File: src/rtl/gemm_result_drain_if.sv
// ---------------------------------------------------------------------------
// gemm_result_drain_if
// Bundles the control, BUFFER_C read-port and result-stream signals of the
// GEMM result drain engine.
//   master : the drain engine (drives status, SRAM read strobe/address and the
//            output stream; receives start/dims, SRAM data and out_ready)
//   slave  : the surrounding system (controller, BUFFER_C and stream sink)
// ---------------------------------------------------------------------------
interface gemm_result_drain_if #(
    parameter int ADDR_WIDTH = 16,
    parameter int DATA_WIDTH = 32
);
    // control
    logic                  start;
    logic [7:0]            M_dimension;
    logic [7:0]            N_dimension;
    logic                  busy;
    logic                  done;
    // BUFFER_C read port
    logic                  read_enable_C;
    logic [ADDR_WIDTH-1:0] address_C;
    logic [DATA_WIDTH-1:0] data_out_C;
    // result stream
    logic                  out_valid;
    logic [DATA_WIDTH-1:0] out_data;
    logic                  out_last;
    logic                  out_ready;

    modport master (
        input  start, M_dimension, N_dimension, data_out_C, out_ready,
        output busy, done, read_enable_C, address_C,
               out_valid, out_data, out_last
    );

    modport slave (
        output start, M_dimension, N_dimension, data_out_C, out_ready,
        input  busy, done, read_enable_C, address_C,
               out_valid, out_data, out_last
    );
endinterface

File: src/rtl/gemm_result_drain.sv
// ---------------------------------------------------------------------------
// gemm_result_drain
// Walks the M x N result matrix in BUFFER_C in row-major order, issuing
// one-cycle-latency SRAM reads, and streams each element out over a
// valid/ready interface with the final element flagged by out_last.
//
// Ports:
//   clk    : single clock, rising edge
//   reset  : synchronous, active-high
//   bus    : gemm_result_drain_if.master
//            start/M_dimension/N_dimension -> drain request and dims
//            busy/done                     -> status, done is a 1-cycle pulse
//            read_enable_C/address_C       -> SRAM read strobe and address
//            data_out_C                    -> SRAM data, valid cycle after read
//            out_valid/out_data/out_last   -> result stream
//            out_ready                     -> stream sink accept
//
// FSM states:
//   state   | meaning
//   --------+-------------------------------------------------------------
//   S_IDLE  | waiting for start
//   S_ISSUE | issuing reads while read credit is available
//   S_FLUSH | all reads issued; waiting for in-flight read and FIFO to drain
//   S_DONE  | one-cycle done pulse, then back to idle
// ---------------------------------------------------------------------------
module gemm_result_drain #(
    parameter int ADDR_WIDTH = 16,
    parameter int DATA_WIDTH = 32
) (
    input  logic               clk,
    input  logic               reset,
    gemm_result_drain_if.master bus
);

    localparam logic [1:0] S_IDLE  = 2'd0;
    localparam logic [1:0] S_ISSUE = 2'd1;
    localparam logic [1:0] S_FLUSH = 2'd2;
    localparam logic [1:0] S_DONE  = 2'd3;

    logic [1:0]            state_q, state_d;
    logic [7:0]            m_q, m_d;
    logic [7:0]            n_q, n_d;
    logic [7:0]            row_q, row_d;
    logic [7:0]            col_q, col_d;
    logic [ADDR_WIDTH-1:0] addr_q, addr_d;

    // one read may be in flight (SRAM latency of one cycle)
    logic                  inflight_q;
    logic                  inflight_last_q;

    // two-entry output FIFO
    logic [DATA_WIDTH-1:0] data_mem_q [2];
    logic                  last_mem_q [2];
    logic                  wr_ptr_q;
    logic                  rd_ptr_q;
    logic [1:0]            count_q, count_d;

    logic                  push;
    logic                  pop;
    logic                  out_valid;
    logic [2:0]            occ_after_pop;
    logic                  issue;
    logic                  col_wrap;
    logic                  read_last;

    assign out_valid = (count_q != 2'd0);
    assign pop       = out_valid & bus.out_ready;
    assign push      = inflight_q;

    // Occupancy left once this cycle's pop is taken; a new read is allowed
    // only if it still fits, so FIFO entries + in-flight never exceed two.
    assign occ_after_pop = {1'b0, count_q} + {2'b00, inflight_q} - {2'b00, pop};
    assign issue         = (state_q == S_ISSUE) && (occ_after_pop < 3'd2);

    assign col_wrap  = (col_q == n_q - 8'd1);
    assign read_last = col_wrap && (row_q == m_q - 8'd1);

    assign count_d = count_q + {1'b0, push} - {1'b0, pop};

    always_comb begin
        state_d = state_q;
        m_d     = m_q;
        n_d     = n_q;
        row_d   = row_q;
        col_d   = col_q;
        addr_d  = addr_q;
        case (state_q)
            S_IDLE: begin
                if (bus.start) begin
                    m_d    = bus.M_dimension;
                    n_d    = bus.N_dimension;
                    row_d  = 8'd0;
                    col_d  = 8'd0;
                    addr_d = '0;
                    // A zero-sized drain passes through FLUSH, which exits at
                    // once with nothing outstanding; this places the done
                    // pulse two cycles after start, as for any drain's tail.
                    if (bus.M_dimension == 8'd0 || bus.N_dimension == 8'd0)
                        state_d = S_FLUSH;
                    else
                        state_d = S_ISSUE;
                end
            end
            S_ISSUE: begin
                if (issue) begin
                    addr_d = addr_q + ADDR_WIDTH'(1);
                    if (col_wrap) begin
                        col_d = 8'd0;
                        row_d = row_q + 8'd1;
                    end else begin
                        col_d = col_q + 8'd1;
                    end
                    if (read_last)
                        state_d = S_FLUSH;
                end
            end
            S_FLUSH: begin
                // leave as soon as the FIFO will be empty after this cycle
                if (!inflight_q && count_d == 2'd0)
                    state_d = S_DONE;
            end
            S_DONE: begin
                state_d = S_IDLE;
            end
            default: begin
                state_d = S_IDLE;
            end
        endcase
    end

    always_ff @(posedge clk) begin
        if (reset) begin
            state_q         <= S_IDLE;
            m_q             <= 8'd0;
            n_q             <= 8'd0;
            row_q           <= 8'd0;
            col_q           <= 8'd0;
            addr_q          <= '0;
            inflight_q      <= 1'b0;
            inflight_last_q <= 1'b0;
            wr_ptr_q        <= 1'b0;
            rd_ptr_q        <= 1'b0;
            count_q         <= 2'd0;
            for (int i = 0; i < 2; i++) begin
                data_mem_q[i] <= '0;
                last_mem_q[i] <= 1'b0;
            end
        end else begin
            state_q         <= state_d;
            m_q             <= m_d;
            n_q             <= n_d;
            row_q           <= row_d;
            col_q           <= col_d;
            addr_q          <= addr_d;
            inflight_q      <= issue;
            inflight_last_q <= issue & read_last;
            count_q         <= count_d;
            if (push) begin
                data_mem_q[wr_ptr_q] <= bus.data_out_C;
                last_mem_q[wr_ptr_q] <= inflight_last_q;
                wr_ptr_q             <= ~wr_ptr_q;
            end
            if (pop)
                rd_ptr_q <= ~rd_ptr_q;
        end
    end

    assign bus.busy          = (state_q != S_IDLE);
    assign bus.done          = (state_q == S_DONE);
    assign bus.read_enable_C = issue;
    assign bus.address_C     = addr_q;
    assign bus.out_valid     = out_valid;
    assign bus.out_data      = data_mem_q[rd_ptr_q];
    assign bus.out_last      = out_valid & last_mem_q[rd_ptr_q];

endmodule

File: src/flat_wrapper.sv
// flat-port wrapper written by rule: the top's interface ports become plain ports
module gemm_result_drain_flat 
#(
    parameter int ADDR_WIDTH = 16,
    parameter int DATA_WIDTH = 32
)
  (clk, reset, bus_start, bus_M_dimension, bus_N_dimension, bus_data_out_C, bus_out_ready, bus_busy, bus_done, bus_read_enable_C, bus_address_C, bus_out_valid, bus_out_data, bus_out_last);
  gemm_result_drain_if #(.ADDR_WIDTH(ADDR_WIDTH), .DATA_WIDTH(DATA_WIDTH)) bus_i ();
  input  logic clk;
  input  logic reset;
  input wire logic [$bits(bus_i.start)-1:0] bus_start;
  input wire logic [$bits(bus_i.M_dimension)-1:0] bus_M_dimension;
  input wire logic [$bits(bus_i.N_dimension)-1:0] bus_N_dimension;
  input wire logic [$bits(bus_i.data_out_C)-1:0] bus_data_out_C;
  input wire logic [$bits(bus_i.out_ready)-1:0] bus_out_ready;
  output wire logic [$bits(bus_i.busy)-1:0] bus_busy;
  output wire logic [$bits(bus_i.done)-1:0] bus_done;
  output wire logic [$bits(bus_i.read_enable_C)-1:0] bus_read_enable_C;
  output wire logic [$bits(bus_i.address_C)-1:0] bus_address_C;
  output wire logic [$bits(bus_i.out_valid)-1:0] bus_out_valid;
  output wire logic [$bits(bus_i.out_data)-1:0] bus_out_data;
  output wire logic [$bits(bus_i.out_last)-1:0] bus_out_last;
  assign bus_i.start = bus_start;
  assign bus_i.M_dimension = bus_M_dimension;
  assign bus_i.N_dimension = bus_N_dimension;
  assign bus_i.data_out_C = bus_data_out_C;
  assign bus_i.out_ready = bus_out_ready;
  assign bus_busy = bus_i.busy;
  assign bus_done = bus_i.done;
  assign bus_read_enable_C = bus_i.read_enable_C;
  assign bus_address_C = bus_i.address_C;
  assign bus_out_valid = bus_i.out_valid;
  assign bus_out_data = bus_i.out_data;
  assign bus_out_last = bus_i.out_last;
  gemm_result_drain #(.ADDR_WIDTH(ADDR_WIDTH), .DATA_WIDTH(DATA_WIDTH)) u_core (.clk(clk), .reset(reset), .bus(bus_i));
endmodule
File: config.mk
export PLATFORM = sky130hd
export DESIGN_NAME = gemm_result_drain_flat
export DESIGN_NICKNAME = d
export VERILOG_FILES = /design/src/rtl/gemm_result_drain_if.sv /design/src/rtl/gemm_result_drain.sv /design/src/flat_wrapper.sv
export SDC_FILE = /design/constraint.sdc
export NUM_CORES = 1
export LEC_CHECK = 0
export BUFFER_PORTS_ARGS = -buffer_cell sky130_fd_sc_hd__buf_2
export CORE_ASPECT_RATIO = 1.75
export CORE_UTILIZATION = 56
export DETAILED_ROUTE_END_ITERATION = 8
export GPL_TIMING_DRIVEN = 0
export HOLD_SLACK_MARGIN = 0.08
export MAX_ROUTING_LAYER = met4
export PLACE_DENSITY = 0.8
export SYNTH_ARGS = -nofsm -noshare
export SYNTH_HDL_FRONTEND = slang
export SYNTH_SLANG_ARGS = --single-unit
File: constraint.sdc
create_clock -name clk -period 3.41 [get_ports clk]
set_clock_uncertainty 0.15 [all_clocks]
set_input_delay 0.5115 -clock clk [delete_from_list [all_inputs] [get_ports clk]]
set_output_delay 0.5115 -clock clk [all_outputs]
set_load 0.05 [all_outputs]
# After elaboration in Yosys (flattened, before gate mapping)
# Memories as Yosys holds them, arrays and structs flattened. A register that Yosys moved wholly into a read port is not among the register bits.
# Cells that the tools add are included.
# word_totals
ramBits	66
mem_count	2
elab_cells	87
input_bits	52
output_inout_bits	53
regBits	56
# op_classes
reduce_logical	18
eq_ne	10
n_lt_le_gt_ge	1
bitwise_logic	5
mux	31
n_addsub	9
# memory_table
name	depth	word_bits	read_ports	rd_ports_with_merged_regs	wr	line_no	rtl
u_core.data_mem_q	2	32	1	1	2	gemm_result_drain.sv:52	logic [DATA_WIDTH-1:0] data_mem_q [2];
u_core.last_mem_q	2	1	1	1	2	gemm_result_drain.sv:53	logic last_mem_q [2];
# ops
operator	count
8-bit 2-to-1 mux	5
16-bit 2-to-1 mux	2
32-bit 2-to-1 mux	1
16-bit case mux with 2 select lines	1
8-bit case mux with 2 select lines	2
32-bit OR reduction	1
16-bit by 1-bit adder with 16-bit output, second input constant	1
8-bit by 1-bit adder with 8-bit output, second input constant	2
8-bit equality test	2
8-bit zero test	2
8-bit by 1-bit subtractor with 8-bit output, second input constant	2
1-bit 2-to-1 mux	14
2-bit 2-to-1 mux	5
2-bit by 1-bit inequality test with 1-bit output, second input constant	4
2-bit case mux with 4 select lines	1
4-bit AND reduction	2
2-bit nonzero test	3
2-bit equality test, second input constant	2
2-bit zero test	2
2-bit by 1-bit adder with 3-bit output	1
1-bit bitwise AND	3
1-bit logical AND	3
3-bit by 2-bit < comparator with 1-bit output, second input constant	1
3-bit AND reduction	1
10 further kinds	11

# Depth between registers and ports, before layout
# logic_depth
word_depth	7
ltp_mapped	14
ltp_nobuf	13

# Least setup slack after synthesis
# Ideal clock, no wire load.
# synth_timing
path_type	reg-to-reg
start	register u_core.count_q[1]
end	register u_core.addr_q[11] (netlist: u_core.bus.address_C[11])
period_less_slack_ps	4041
path_stages_with_launch	14
setup_ps	128
t_required_ps	3132
arrival_ps	3763
path_buffers	0
setup_slack_ps	-631
path_cell_list	dfxtp_1 nor2_1 inv_1 and2_1 ha_1 inv_1 ha_1 fa_1 xnor2_1 nor3b_2 o2111ai_1 nor4_1 xnor2_1 nor2_1
# synth_between
elab_chain_len	7
elab_cells_between_ends	8
cone_classes	add/sub (2); order compare (1); eq/ne (1); bitwise (1); reduce/logical (3)
# synth_lines
element	line_no	rtl
from (decl)	gemm_result_drain.sv:56	logic [1:0] count_q, count_d;
from (signal assigned)	gemm_result_drain.sv:157	count_q <= count_d;
2-bit nonzero test	gemm_result_drain.sv:66	assign out_valid = (count_q != 2'd0);
net bus_out_valid	flat_wrapper.sv:20	output wire logic [$bits(bus_i.out_valid)-1:0] bus_out_valid;
1-bit bitwise AND	gemm_result_drain.sv:67	assign pop = out_valid & bus.out_ready;
net u_core.pop	gemm_result_drain.sv:59	logic pop;
3-bit by 1-bit subtractor with 3-bit output	gemm_result_drain.sv:72	assign occ_after_pop = {1'b0, count_q} + {2'b00, inflight_q} - {2'b00, pop};
3-bit by 2-bit < comparator with 1-bit output	gemm_result_drain.sv:73	assign issue = (state_q == S_ISSUE) && (occ_after_pop < 3'd2);
1-bit logical AND	gemm_result_drain.sv:73	
net bus_read_enable_C	flat_wrapper.sv:18	output wire logic [$bits(bus_i.read_enable_C)-1:0] bus_read_enable_C;
2-bit by 1-bit inequality test with 1-bit output (no line)	--	
3-bit AND reduction (no line)	--	
to (signal assigned)	gemm_result_drain.sv:154	addr_q <= addr_d;
to (decl)	gemm_result_drain.sv:45	logic [ADDR_WIDTH-1:0] addr_q, addr_d;
# The timed path passes the listed nets, and every way through them passes these cells.
# A chain may end at the register's enable or synchronous reset.

# Worst setup path in the final report
# layout_timing
start	register u_core.count_q[0]
end	output bus_read_enable_C
# layout_between
elab_chain_len	5
elab_cells_between_ends	6
cone_classes	add/sub (2); order compare (1); bitwise (1); reduce/logical (2)
# layout_lines
element	line_no
2-bit nonzero test	gemm_result_drain.sv:66
1-bit bitwise AND	gemm_result_drain.sv:67
net u_core.pop	gemm_result_drain.sv:59
3-bit by 1-bit subtractor with 3-bit output	gemm_result_drain.sv:72
3-bit by 2-bit < comparator with 1-bit output	gemm_result_drain.sv:73
1-bit logical AND	gemm_result_drain.sv:73
to (decl)	flat_wrapper.sv:18
# The timed path passes the listed nets, and every way through them passes these cells.

==> impl_summary.txt <==
----------------------------------------------------
[Floorplanning]
  Initial Utilization ... 0.5727
  Floorplan row count ... 50
  Height of the chip ... between 100 and 150 um
  Core area ... 10,640 sq um
  Chip Width ... between 80 and 90 um
  Total Die Area ... ~11,000 sq um
  Boundary pin count ... 105

[STA]
  Final Hold Viols ... 0
  Worst Max-Slew Pin Slew ... ~0.8 ns
  Final Cycle Share ... 0.9681
  Final Max Slew Viols ... 0
  Time the worst path needs with I/O delays and setup ... between 3 and 4 ns
  Max-slew headroom ... 0.4649
  Final setup vio count ... 0
  Max frequency ... roughly 300 MHz
  Final worst-path setup slack ... roughly 0.11 ns
  RSZ-0062 raised after global routing ... true

[Logic synthesis]
  Post-synthesis async set-or-reset flop share ... 0
  Part of the Yosys area used for sequential elements ... 0.5127
  Adder-cell area share of the yosys netlist ... 0.02588
  Area fraction in compound gates after synthesis ... 0.08484
  Synth cell types ... between 50 and 60
  Flops & latches, synth ... roughly 120
  Multiplexer area fraction after synthesis ... 0.07293
  Number of synthesis warnings ... 0
  Primary FF master, synth ... edfxtp_1
  Synthesized net count ... between 600 and 700
  Combinational family with the most area after synthesis ... simple AND/OR/NAND/NOR gates
  Post-synth EDFFs ... 66
  Cells after Synth ... 584
  Syn Std Cell Area ... between 6000 and 7000 sq um
  Simple-gate area share of the yosys netlist ... 0.2212
  Syn_area_per_cell ... 10.43 sq um
  Post-synthesis xor/xnor area fraction ... 0.05033

[Global routing]
  Wire length of the first global-routing pass ... roughly 22,000 um
  Number of global-route vias before repair ... between 4,000 and 5,000
  Congestion Overflow GR ... 0
  Number of antenna violations at the first check in global routing ... 0
  Maximum number of pins on one net before global-route repair ... 34
  Global-route usage over all layers ... 0.2620

[Routing]
  Detailed-route vias per instance ... 5.596
  Residual DRC count ... 0
  Overall via count from detail_route ... approximately 4,800
  Highest metal used ... met4
  Violation count after the first detailed-routing iteration ... between 150 and 200
  Routed wire length per instance ... around 16 um
  Wire length on met3 ... 627 um
  Total wire length ... between 10,000 and 15,000 um
  Wire length on met1 ... ~5000 um
  Met2 wire len ... approximately 7500 um
  ANT nets after route ... 0
  Number of optimization iterations in the first detailed-route pass ... 4

[Min path]
  Kind of path behind the tightest hold check ... in -> reg

[Setup path]
  Required time reported for the critical path endpoint ... between 2 and 3 ns
  Kind of end point of the critical path ... primary output
  Crit path arrival time ... approximately 2.6 ns
  Kind of launch point of the worst setup path ... flip-flop
  Max Fanout on Critical Path ... 3
  Crit Path Class ... reg -> out

[Clock tree]
  CTS clock-pin slew for the worst setup and hold paths ... roughly 0.050 ns
  TritonCTS clock tree ... done
  Number of sinks on the clock net ... approximately 120
  Number of buffers created by CTS ... 17
  CTS H-tree lvls ... 4
  Root buffer selected by CTS ... clkbuf_16
  Number of buffers on the longest clock path ... 2
  Clk_lat worst skew ... between 0.4 and 0.5 ns

[Cells and area]
  Inserted Diodes ... 0
  Total Nets Final ... a little under 800
  Share of the core filled with cells in the final layout ... 0.7040
  Synth-to-layout area growth ... 22.93%
  Number of cells in the finished layout apart from fillers ... around 850
  Layout cells sized above 1 ... 0.2857

[Flow run]
  Max capacitance violation total ... 0

[Place]
  Half-perimeter wire length of the detailed placement result ... about 10,000 um
  Post-Place Worst Slack ... -0.01453 ns
  Count of input and output buffers ... between 100 and 150
  Cells after DPL ... approximately 820
  Final estimated routing congestion in global placement ... approximately 0.94

[Pwr]
  Reported leakage power ... 2.996 nW
  Total power divided by cell area ... around 830 nW/um^2
  Worst supply voltage drop on vdd ... about 600 uV

[Outcome]
  Outcome ... completed

----------------------------------------------------
-- layer usage --
| layer | vias to the layer above | GRT usage |
|---|---|---|
| li1 | 2323 | - |
| met5 | - | - |
| met2 | 138 | 0.4666 |
| met3 | 39 | 0.07036 |
| met4 | 0 | 0.1457 |
| met1 | 2262 | 0.2431 |
-- path summary, 6_finish.rpt --
path	from	slack, ns	end	cells after the start
setup reg to reg	u_core.count_q[0]$_SDFF_PP0_	0.11	u_core.bus.address_C[8]$_SDFFE_PP0P_	14
hold reg to reg	u_core.bus.address_C[15]$_SDFFE_PP0P_	0.34	u_core.bus.address_C[15]$_SDFFE_PP0P_	2
setup / recovery	u_core.count_q[0]$_SDFF_PP0_	0.11	bus_read_enable_C	10
hold / removal	bus_N_dimension[0]	0.19	u_core.n_q[0]$_SDFFE_PP0P_	3
-- sequential cells by signal, indices dropped and copies added, names as in the netlist, 2 cells and up, named ones only --
signal / count
u_core.state_q: 2
u_core.row_q: 8
u_core.n_q: 8
u_core.m_q: 8
u_core.data_mem_q: 64
u_core.count_q: 2
u_core.last_mem_q: 2
u_core.col_q: 8
u_core.bus.address_C: 16
-- per-stage QoR --
stage	power, W	hold slack, ns	setup TNS, ns	instance area (sq um)
2_1_floorplan	0.003853	0.2988	-0.0003519	6193
3_3_place_gp	0.004308	0.3064	0	6877
3_5_place_dp	0.004391	0.3241	-0.01453	6877
4_1_cts	0.006200	0.1782	0	7478
5_1_grt	0.006488	0.1859	-0.01531	7487
6_report	0.006187	0.1925	0	7487
-- what timing repair did --
item | CTS | global route
setup endpoints to repair | 1 | 5
buffers inserted | 1 | 0
gates resized for setup | 1 | 2
pin swaps | 1 | 0
hold buffers | 0 | 0
-- where the power goes --
group / switching, W / internal [W] / total (W)
Clock: 0.000699 / 0.00109 / 0.00179
Combinational: 0.00165 / 0.000812 / 0.00247
Sequential: 0.000144 / 0.00179 / 0.00193
Total: 0.00250 / 0.00369 / 0.00619
-- worst max-delay path, stage by stage, from the launching register on --
cell	delay [ns]
dfxtp_2	0.33
nor2_4	0.15
inv_4	0.04
and2_4	0.15
ha_4	0.26
inv_2	0.03
ha_2	0.17
fa_2	0.37
xnor2_2	0.17
nor3b_4	0.30
buf_4	0.26
-- cell usage after synthesis, types with 6 or more instances --
master    number  area share
a21oi_1       27       0.022
and2_1        70       0.072
clkbuf_1      22       0.014
dfxtp_1       57        0.19
edfxtp_1      66        0.33
ha_1          11       0.023
inv_1         20       0.012
mux2_2        35       0.065
nand2_1       53       0.033
nand2b_1      10       0.010
nand3_1       12      0.0099
nand4_1       14       0.014
nor2_1        34       0.021
nor2b_1        6      0.0062
nor3_1        23       0.019
o21ai_0       12      0.0099
or4_1          7      0.0086
xnor2_1       20       0.029
xor2_1        15       0.022
-- logic make-up (layout without fill, tap and decap cells) --
group / after synthesis / after routing
AND/OR/NAND/NOR: 250 / 250
XOR/XNOR: 35 / 35
flip-flops: 123 / 123
AO/OA/AOI/OAI: 76 / 76
multiplexers: 40 / 40
adder cells (fa/ha/maj): 12 / 12
buffers and inverters: 48 / 185
-- final cells by class --
type | count | area, sq um
buffer | 28 | 131.4
clock buffer | 18 | 429.2
clock inverter | 14 | 162.7
fill | 772 | 3148
inverter | 20 | 77.57
multi-input combinational | 413 | 2868
sequential | 123 | 3126
tap | 130 | 162.7
timing repair buffer | 105 | 530.5
-- placed cells by master (no fill, tap or decap), types with 15 or more instances in the layout --
cell type  count
a21oi_1       27
and2_1        68
buf_2        104
clkbuf_1      21
clkbuf_16     17
dfxtp_1       55
edfxtp_1      66
inv_1         18
mux2_2        35
nand2_1       53
nor2_1        33
nor3_1        23
xnor2_1       19
xor2_1        15
(Power assumes the default switching activity.)
